File: src/rtl/icc_cnt_rx.sv
`default_nettype none
// ============================================================================
//  Module   : icc_cnt_rx
//  Purpose  : Receive side of the ICC counter link. Deframes 48-bit timestamp
//             frames from the 16-bit GT word stream, computes the offset to
//             the local counter (plus link delay), qualifies it over repeated
//             frames and reports frame/error statistics.
//  Revision : 1.0  initial release
// ============================================================================
module icc_cnt_rx #(
  parameter int                DWIDTH  = 16,
  parameter logic [DWIDTH-1:0] HDR     = 16'h5cbc,
  parameter int                LOCKCNT = 8,
  parameter int                ERRMAX  = 4
) (
  input  logic              clk_i,
  input  logic              sreset_i,
  input  logic [DWIDTH-1:0] rxdata_i,
  input  logic              rxisk_i,
  input  logic              rxvalid_i,
  input  logic [47:0]       localcnt_i,
  input  logic [47:0]       linkdly_i,
  output logic [47:0]       corr48_o,
  output logic              usecorr_o,
  output logic              stb_corr_o,
  output logic [47:0]       offset_o,
  output logic [15:0]       framecnt_o,
  output logic [15:0]       errcnt_o
);

  localparam int AW = $clog2(LOCKCNT + 1);
  localparam int MW = $clog2(ERRMAX + 1);

  typedef enum logic [2:0] {
    S_HUNT = 3'd0,
    S_W2   = 3'd1,
    S_W1   = 3'd2,
    S_W0   = 3'd3,
    S_CK   = 3'd4
  } state_t;

  state_t            state_q;
  logic [DWIDTH-1:0] w2_q, w1_q, w0_q;
  logic [47:0]       lcap_q;
  logic [47:0]       offset_q, offset_d;
  logic [47:0]       corr48_q, corr48_d;
  logic              usecorr_q, usecorr_d;
  logic              stb_q;
  logic [15:0]       framecnt_q;
  logic [15:0]       errcnt_q, errcnt_inc;
  logic [AW-1:0]     agree_q, agree_d;
  logic [MW-1:0]     mism_q, mism_d;
  logic              ck_ok;
  logic              hdr_hit;

  assign ck_ok      = (rxdata_i == (w2_q ^ w1_q ^ w0_q));
  assign hdr_hit    = rxisk_i && (rxdata_i == HDR);
  assign errcnt_inc = (errcnt_q == 16'hffff) ? errcnt_q : errcnt_q + 16'd1;

  // Qualification next-state, valid only when the CK word completes a good frame
  always_comb begin
    offset_d  = {w2_q, w1_q, w0_q} + linkdly_i - lcap_q;
    agree_d   = '0;
    usecorr_d = usecorr_q;
    corr48_d  = corr48_q;
    mism_d    = mism_q;
    if (offset_d == offset_q) begin
      agree_d = (agree_q == AW'(LOCKCNT)) ? agree_q : agree_q + 1'b1;
    end
    if (!usecorr_q) begin
      // LOCKCNT identical offsets in a row (agree counts repeats, not frames)
      if (agree_d >= AW'(LOCKCNT - 1)) begin
        usecorr_d = 1'b1;
        corr48_d  = offset_d;
        mism_d    = '0;
      end
    end else if (offset_d == corr48_q) begin
      mism_d = '0;
    end else if (mism_q == MW'(ERRMAX - 1)) begin
      // Lock lost: requalify starting from this frame's offset
      usecorr_d = 1'b0;
      agree_d   = '0;
      mism_d    = '0;
    end else begin
      mism_d = mism_q + 1'b1;
    end
  end

  // Deframing FSM with offset datapath and statistics registers
  always_ff @(posedge clk_i) begin
    if (sreset_i) begin
      state_q    <= S_HUNT;
      w2_q       <= '0;
      w1_q       <= '0;
      w0_q       <= '0;
      lcap_q     <= '0;
      offset_q   <= '0;
      corr48_q   <= '0;
      usecorr_q  <= 1'b0;
      stb_q      <= 1'b0;
      framecnt_q <= '0;
      errcnt_q   <= '0;
      agree_q    <= '0;
      mism_q     <= '0;
    end else begin
      stb_q <= 1'b0;
      if (rxvalid_i) begin
        case (state_q)
          S_HUNT: begin
            if (hdr_hit) begin
              lcap_q  <= localcnt_i;
              state_q <= S_W2;
            end
          end
          default: begin
            if (rxisk_i) begin
              // K-character inside a frame aborts it; a header resyncs at once
              errcnt_q <= errcnt_inc;
              if (hdr_hit) begin
                lcap_q  <= localcnt_i;
                state_q <= S_W2;
              end else begin
                state_q <= S_HUNT;
              end
            end else begin
              case (state_q)
                S_W2: begin
                  w2_q    <= rxdata_i;
                  state_q <= S_W1;
                end
                S_W1: begin
                  w1_q    <= rxdata_i;
                  state_q <= S_W0;
                end
                S_W0: begin
                  w0_q    <= rxdata_i;
                  state_q <= S_CK;
                end
                default: begin
                  state_q <= S_HUNT;
                  if (ck_ok) begin
                    stb_q      <= 1'b1;
                    offset_q   <= offset_d;
                    framecnt_q <= framecnt_q + 16'd1;
                    agree_q    <= agree_d;
                    mism_q     <= mism_d;
                    usecorr_q  <= usecorr_d;
                    corr48_q   <= corr48_d;
                  end else begin
                    errcnt_q <= errcnt_inc;
                  end
                end
              endcase
            end
          end
        endcase
      end
    end
  end

  assign corr48_o   = corr48_q;
  assign usecorr_o  = usecorr_q;
  assign stb_corr_o = stb_q;
  assign offset_o   = offset_q;
  assign framecnt_o = framecnt_q;
  assign errcnt_o   = errcnt_q;

endmodule
`default_nettype wire

File: config.mk
export PLATFORM = sky130hd
export DESIGN_NAME = icc_cnt_rx
export DESIGN_NICKNAME = d
export VERILOG_FILES = /design/src/rtl/icc_cnt_rx.sv
export SDC_FILE = /design/constraint.sdc
export NUM_CORES = 1
export LEC_CHECK = 0
export ABC_CLOCK_PERIOD_IN_PS = 9700
export CAP_MARGIN = 20
export CORE_UTILIZATION = 57
export CTS_BUF_LIST = sky130_fd_sc_hd__clkbuf_16
export CTS_CLUSTER_DIAMETER = 60
export DETAILED_ROUTE_END_ITERATION = 10
export GPL_TIMING_DRIVEN = 1
export PLACE_DENSITY_LB_ADDON = 0.15
export SETUP_SLACK_MARGIN = 0.02
export SYNTH_ARGS = -nofsm -noshare
export SYNTH_HDL_FRONTEND = slang
export SYNTH_SLANG_ARGS = --single-unit
File: constraint.sdc
create_clock -name clk_i -period 9.7 [get_ports clk_i]
set_input_delay 0.97 -clock clk_i [delete_from_list [all_inputs] [get_ports clk_i]]
set_output_delay 0.97 -clock clk_i [all_outputs]
set_load 0.01 [all_outputs]
==> After elaboration in Yosys (flattened, before gate mapping) <==
Cells that the tools add are included.
{ "op_classes": {"order_cmp": 1, "mux": 26, "n_bitwise": 7, "reduce_logical": 15, "add_sub_neg": 6, "eq_ne": 13} }
{ "op_table": {"columns": ["operator", "n"], "rows": [
  ["two-way mux 48 bit", 3],
  ["== test 48 bit", 2],
  ["two-way mux 16 bit", 4],
  ["adder 48 bit", 1],
  ["subtractor 48 bit", 1],
  ["adder 16 x 1 -> 16 bit (second input constant)", 2],
  ["XOR 16 bit", 2],
  ["two-way mux 3 bit", 7],
  ["two-way mux 4 bit", 5],
  ["== test 16 x 15 -> 1 bit (second input constant)", 1],
  ["== test 16 bit", 1],
  ["== test 16 bit (second input constant)", 1],
  ["AND reduction 4 bit", 4],
  ["== test 3 x 2 -> 1 bit (second input constant)", 3],
  ["case mux 3 bit (3 select lines)", 1],
  ["AND reduction 7 bit", 1],
  ["OR reduction 7 bit", 1],
  ["two-way mux 1 bit", 6],
  ["AND reduction 6 bit", 1],
  ["NOT 1 bit", 5],
  ["AND reduction 5 bit", 1],
  ["adder 4 x 1 -> 4 bit (second input constant)", 1],
  ["== test 4 bit (second input constant)", 1],
  [">= comparator 4 x 3 -> 1 bit (second input constant)", 1],
  ["other kinds (9)", 12]
]} }
{ "totals": {"reg_bits": 236} }

==> Logic depth before layout (Yosys ltp) <==
{ "logic_depth": {"ltp_word": 7, "mapped_depth": 21} }

==> Least setup slack after synthesis <==
No wires, ideal clock.
{ "synth_path": {"path_type": "in2reg", "start": "in linkdly_i[16]", "end": "reg agree_q[3]", "slack_ps": 4407, "path_buffers": 1, "path_stages": 17, "t_arrival_ps": 5219, "required_ps": 9626, "path_cell_list": "inv_1 > fa_1 > inv_1 > ha_1 > buf_4 > a21oi_1 > o21ai_1 > a2111oi_2 > a21oi_2 > and4_1 > a2111oi_2 > xnor2_1 > nand3_1 > or3_4 > or3_1 > or3b_1 > a31oi_1"} }
{ "synth_via": {"elab_chain_len": 7, "elab_cells_between_ends": 8} }
{ "synth_rtl": {"columns": ["item", "line", "rtl"], "rows": [
  ["start: declaration", "22", "input logic [47:0] linkdly_i,"],
  ["adder 48 bit *", "62", "offset_d = {w2_q, w1_q, w0_q} + linkdly_i - lcap_q;"],
  ["subtractor 48 bit *", "62", null],
  ["== test 48 bit", "67", "if (offset_d == offset_q) begin"],
  ["two-way mux 4 bit", "67", null],
  ["two-way mux 4 bit", "79", "end else if (mism_q == MW'(ERRMAX - 1)) begin"],
  ["two-way mux 4 bit", "77", "end else if (offset_d == corr48_q) begin"],
  ["two-way mux 4 bit *", "70", "if (!usecorr_q) begin"],
  ["end signal: assignment", "145", "agree_q <= agree_d;"],
  ["end: declaration", "51", "logic [AW-1:0] agree_q, agree_d;"]
]} }
Mark *: on every way between the ends. The rest lies on a longest branch, timed or not.
A chain may end at the register's enable or synchronous reset.

==> Final worst setup path <==
{ "layout_path": {"start": "in linkdly_i[6]", "end": "reg corr48_q[19] (netlist: corr48_o[19])"} }
{ "layout_via": {"elab_chain_len": 6} }
{ "layout_rtl": {"columns": ["item", "line", "rtl"], "rows": [
  ["adder 48 bit *", "62", null],
  ["subtractor 48 bit *", "62", null],
  ["== test 48 bit", "67", null],
  ["two-way mux 4 bit", "67", null],
  [">= comparator 4 x 3 -> 1 bit", "72", "if (agree_d >= AW'(LOCKCNT - 1)) begin"],
  ["AND reduction 7 bit (no line)", null, null],
  ["end signal: assignment", "148", "corr48_q <= corr48_d;"],
  ["end: declaration", "46", "logic [47:0] corr48_q, corr48_d;"]
]} }
Marked as above.

==> run summary <==
Post-route insts no fill: 2763
RSZ-0062 raised after global routing: no
# DRC: 0
Hpwl dp: 49820 µm
Max VDD drop: 0.1532 mV
Run status: finished, final reports clean
Share of layout cells above drive strength 1: 3.582%
Root buffer cell: clkbuf_16
Gate Count Post-Synth: 2176
Initial antenna violation count: 0
Initial Util: 57.97%
Core Region: 29640 µm²
Worst Setup Start Kind: input port
Vias in the first global route: 16.61k
Final hold viol count: 0
Via/cell ratio: 6.272
CTS tree: done
Clock Tree Buf Depth: 3
Post-Route WL: 63620 µm
Final cycle utilization of the critical path: 75.21%
Synth area leader: dfxtp_1
WP data arrival: 7.71 ns
Worst-path maximum fanout: 36
Seq cells post-synth: 236
Ant. Diodes: 0
Synth warnings: 0
GPL Wtd Cong: 1.020
DRT antenna net count: 0
Register area share after synthesis: 27.50%
Worst-path clk slew: 0.06 ns
Tot GR Track Use: 41.00%
DR WL/cell: 23.02 µm
Iteration-0 DRC Markers: 2071
Synth cell count leaders: nand2_1 (301), dfxtp_1 (236), inv_1 (215)
Uppermost routed layer: met4
Main flop type after synthesis: dfxtp_1
F_max: 137.1 MHz
DRT met1 WL: 25720 µm
Final Slew Violations: 0
# fillers: 2375
Cell area after synthesis: 17180 µm²
Leakage: 7.801 nW
# H-tree levels: 1
Remaining Overflow, GRT: 0
Least-Margin Pin Slew: 1.118 ns
Largest net degree at the start of global routing: 103
Nets: 2569
Area of the die: 30840 µm²
Wire length on met3: 6191 µm
I/O Buffers: 245
Setup Viol. Count Final: 0
Clock Latency Late Sink: 0.57 ns
Post-synth top area share: 27.50%
Count leader, synth: nand2_1
I/O Pins: 246
Final critical-path required period: 7.295 ns
Clock sink count: 236
Number of cell rows: 63
Post-synth EDFFs: 0
First-pass GRT wire length: 97320 µm
Top post-synthesis cells by area: dfxtp_1 (27%), nand2_1 (6.6%), mux2i_1 (6.0%), fa_1 (5.5%), xnor2_1 (5.5%)
Worst path required time: 10.11 ns
Setup TNS: 0 ns
Via count: 17.33k
Kind of end point of the critical path: flop
Pwr Density: 129.2 nW/µm²
Distinct cells, synth: 95
Critical path class: in2reg
Syn avg cell area: 7.896 µm²
Slew HR: 25.48%
Max Cap Viol: 0
DR WL met2: 28260 µm
Die X: 175.6 µm
Area grow syn2layout: 20.00%
Post-CTS sizing: 0
Core Util, Final: 69.56%
Dpl cells: 2712
Drt pass-1 iters: 8
Buffer count from post-CTS setup fixing: 0
Inserted Clock Buffers: 27
Die Ht: 175.6 µm
Setup Skew: 0.01224 ns
CTS Hold Bufs: 0
Ys async rst share: 0%
Syn nets: 2392
Hold Path Class: reg2reg
Total power: 2.663 mW
## path summary, 6_finish.rpt
path / depth (start not counted) / end / from / slack, ns
min: 2 / lcap_q[47]$_SDFFE_PP0P_ / lcap_q[47]$_SDFFE_PP0P_ / 0.47
max reg2reg: 17 / corr48_o[19]$_SDFFE_PP0P_ / w0_q[14]$_SDFFE_PP0P_ / 2.91
min reg2reg: 2 / lcap_q[47]$_SDFFE_PP0P_ / lcap_q[47]$_SDFFE_PP0P_ / 0.47
max: 18 / corr48_o[19]$_SDFFE_PP0P_ / linkdly_i[6] / 2.40
## area by class of cell
type	instances	area, µm²	area share [%]
flip-flops and latches	236	4725	22.92
repair buffers	256	2549	12.36
clock inverters	22	183.9	0.8921
inverters	215	807.0	3.914
clock buffers	27	675.6	3.277
multi-input cells	1617	11190	54.27
well taps	390	488.0	2.367
## critical path: stages
cell             delay [ns]
clkdlybuf4s50_1        0.47
inv_1                  0.06
fa_1                   0.53
inv_1                  0.04
ha_1                   0.49
a21oi_1                0.46
nor3_1                 0.17
a311oi_4               0.62
o21ai_0                0.19
a221oi_1               0.84
xnor2_1                0.20
nand3_1                0.09
nor4_1                 0.58
nand4_1                0.36
nor3_4                 0.84
buf_12                 0.34
mux2i_1                0.32
nor2_1                 0.08
## sequential cells by signal, summed over array words and instances, names as in the netlist
name,count
state_q,3
offset_o,48
lcap_q,48
framecnt_o,16
agree_q,4
usecorr_o,1
w2_q,16
errcnt_o,16
mism_q,3
w1_q,16
w0_q,16
corr48_o,48
stb_corr_o,1
## through the flow
| stage | hold WS [ns] | setup WS, ns | instance area [µm²] |
|---|---|---|---|
| floorplan | 0.4342 | 4.407 | 17180 |
| global placement | 0.4520 | 2.053 | 19740 |
| detailed placement | 0.4596 | 2.048 | 19740 |
| CTS | 0.4673 | 2.540 | 20600 |
| global route | 0.4838 | 2.195 | 20620 |
| finish | 0.4667 | 2.405 | 20620 |
## report_power, final
group          switching (mW)  internal, mW  leakage, nW  total, mW
Sequential           0.000318         0.969         1.90      0.970
Combinational           0.440         0.245         5.47      0.686
Clock                   0.441         0.566        0.433       1.01
## routing by layer
layer  global-route usage, %  vias up
met4                   19.60        0
li1                        -     7794
met1                   54.01     8233
met3                   7.165      205
met2                   65.02     1098
met5                       0        -
## cells in the final DEF, fill, tap and decap left out, types with 8 or more instances in the layout
| cell type | count |
|---|---|
| nand2_1 | 301 |
| clkdlybuf4s50_1 | 244 |
| dfxtp_1 | 236 |
| inv_1 | 219 |
| nor2_1 | 189 |
| a21oi_1 | 185 |
| xnor2_1 | 107 |
| mux2i_1 | 103 |
| xor2_1 | 77 |
| o21ai_0 | 55 |
| ha_1 | 53 |
| nand4_1 | 52 |
| fa_1 | 47 |
| nand3_1 | 44 |
| nor3_1 | 31 |
| clkbuf_16 | 27 |
| and3_1 | 25 |
| nor4_1 | 23 |
| or3_1 | 18 |
| a21o_1 | 17 |
| o21a_1 | 17 |
| and4_1 | 16 |
| nand2b_1 | 16 |
| and2_1 | 15 |
| nor2b_1 | 13 |
| a211oi_1 | 13 |
| o211ai_1 | 13 |
| xnor3_1 | 12 |
| buf_4 | 10 |
| a221oi_1 | 8 |
| a2111oi_0 | 8 |
| clkinv_1 | 8 |
## logic make-up (layout without fill, tap and decap cells)
| family | Yosys count | after routing | synth area share, % |
|---|---|---|---|
| mux | 106 | 106 | 6.197 |
| simple gates | 789 | 789 | 21.90 |
| xor+xnor | 202 | 202 | 11.70 |
| compound gates | 420 | 420 | 15.93 |
| buf+inv | 323 | 520 | 7.442 |
| fa+ha+maj | 100 | 100 | 9.336 |
| flops | 236 | 236 | 27.50 |
(Power assumes the default switching activity.)
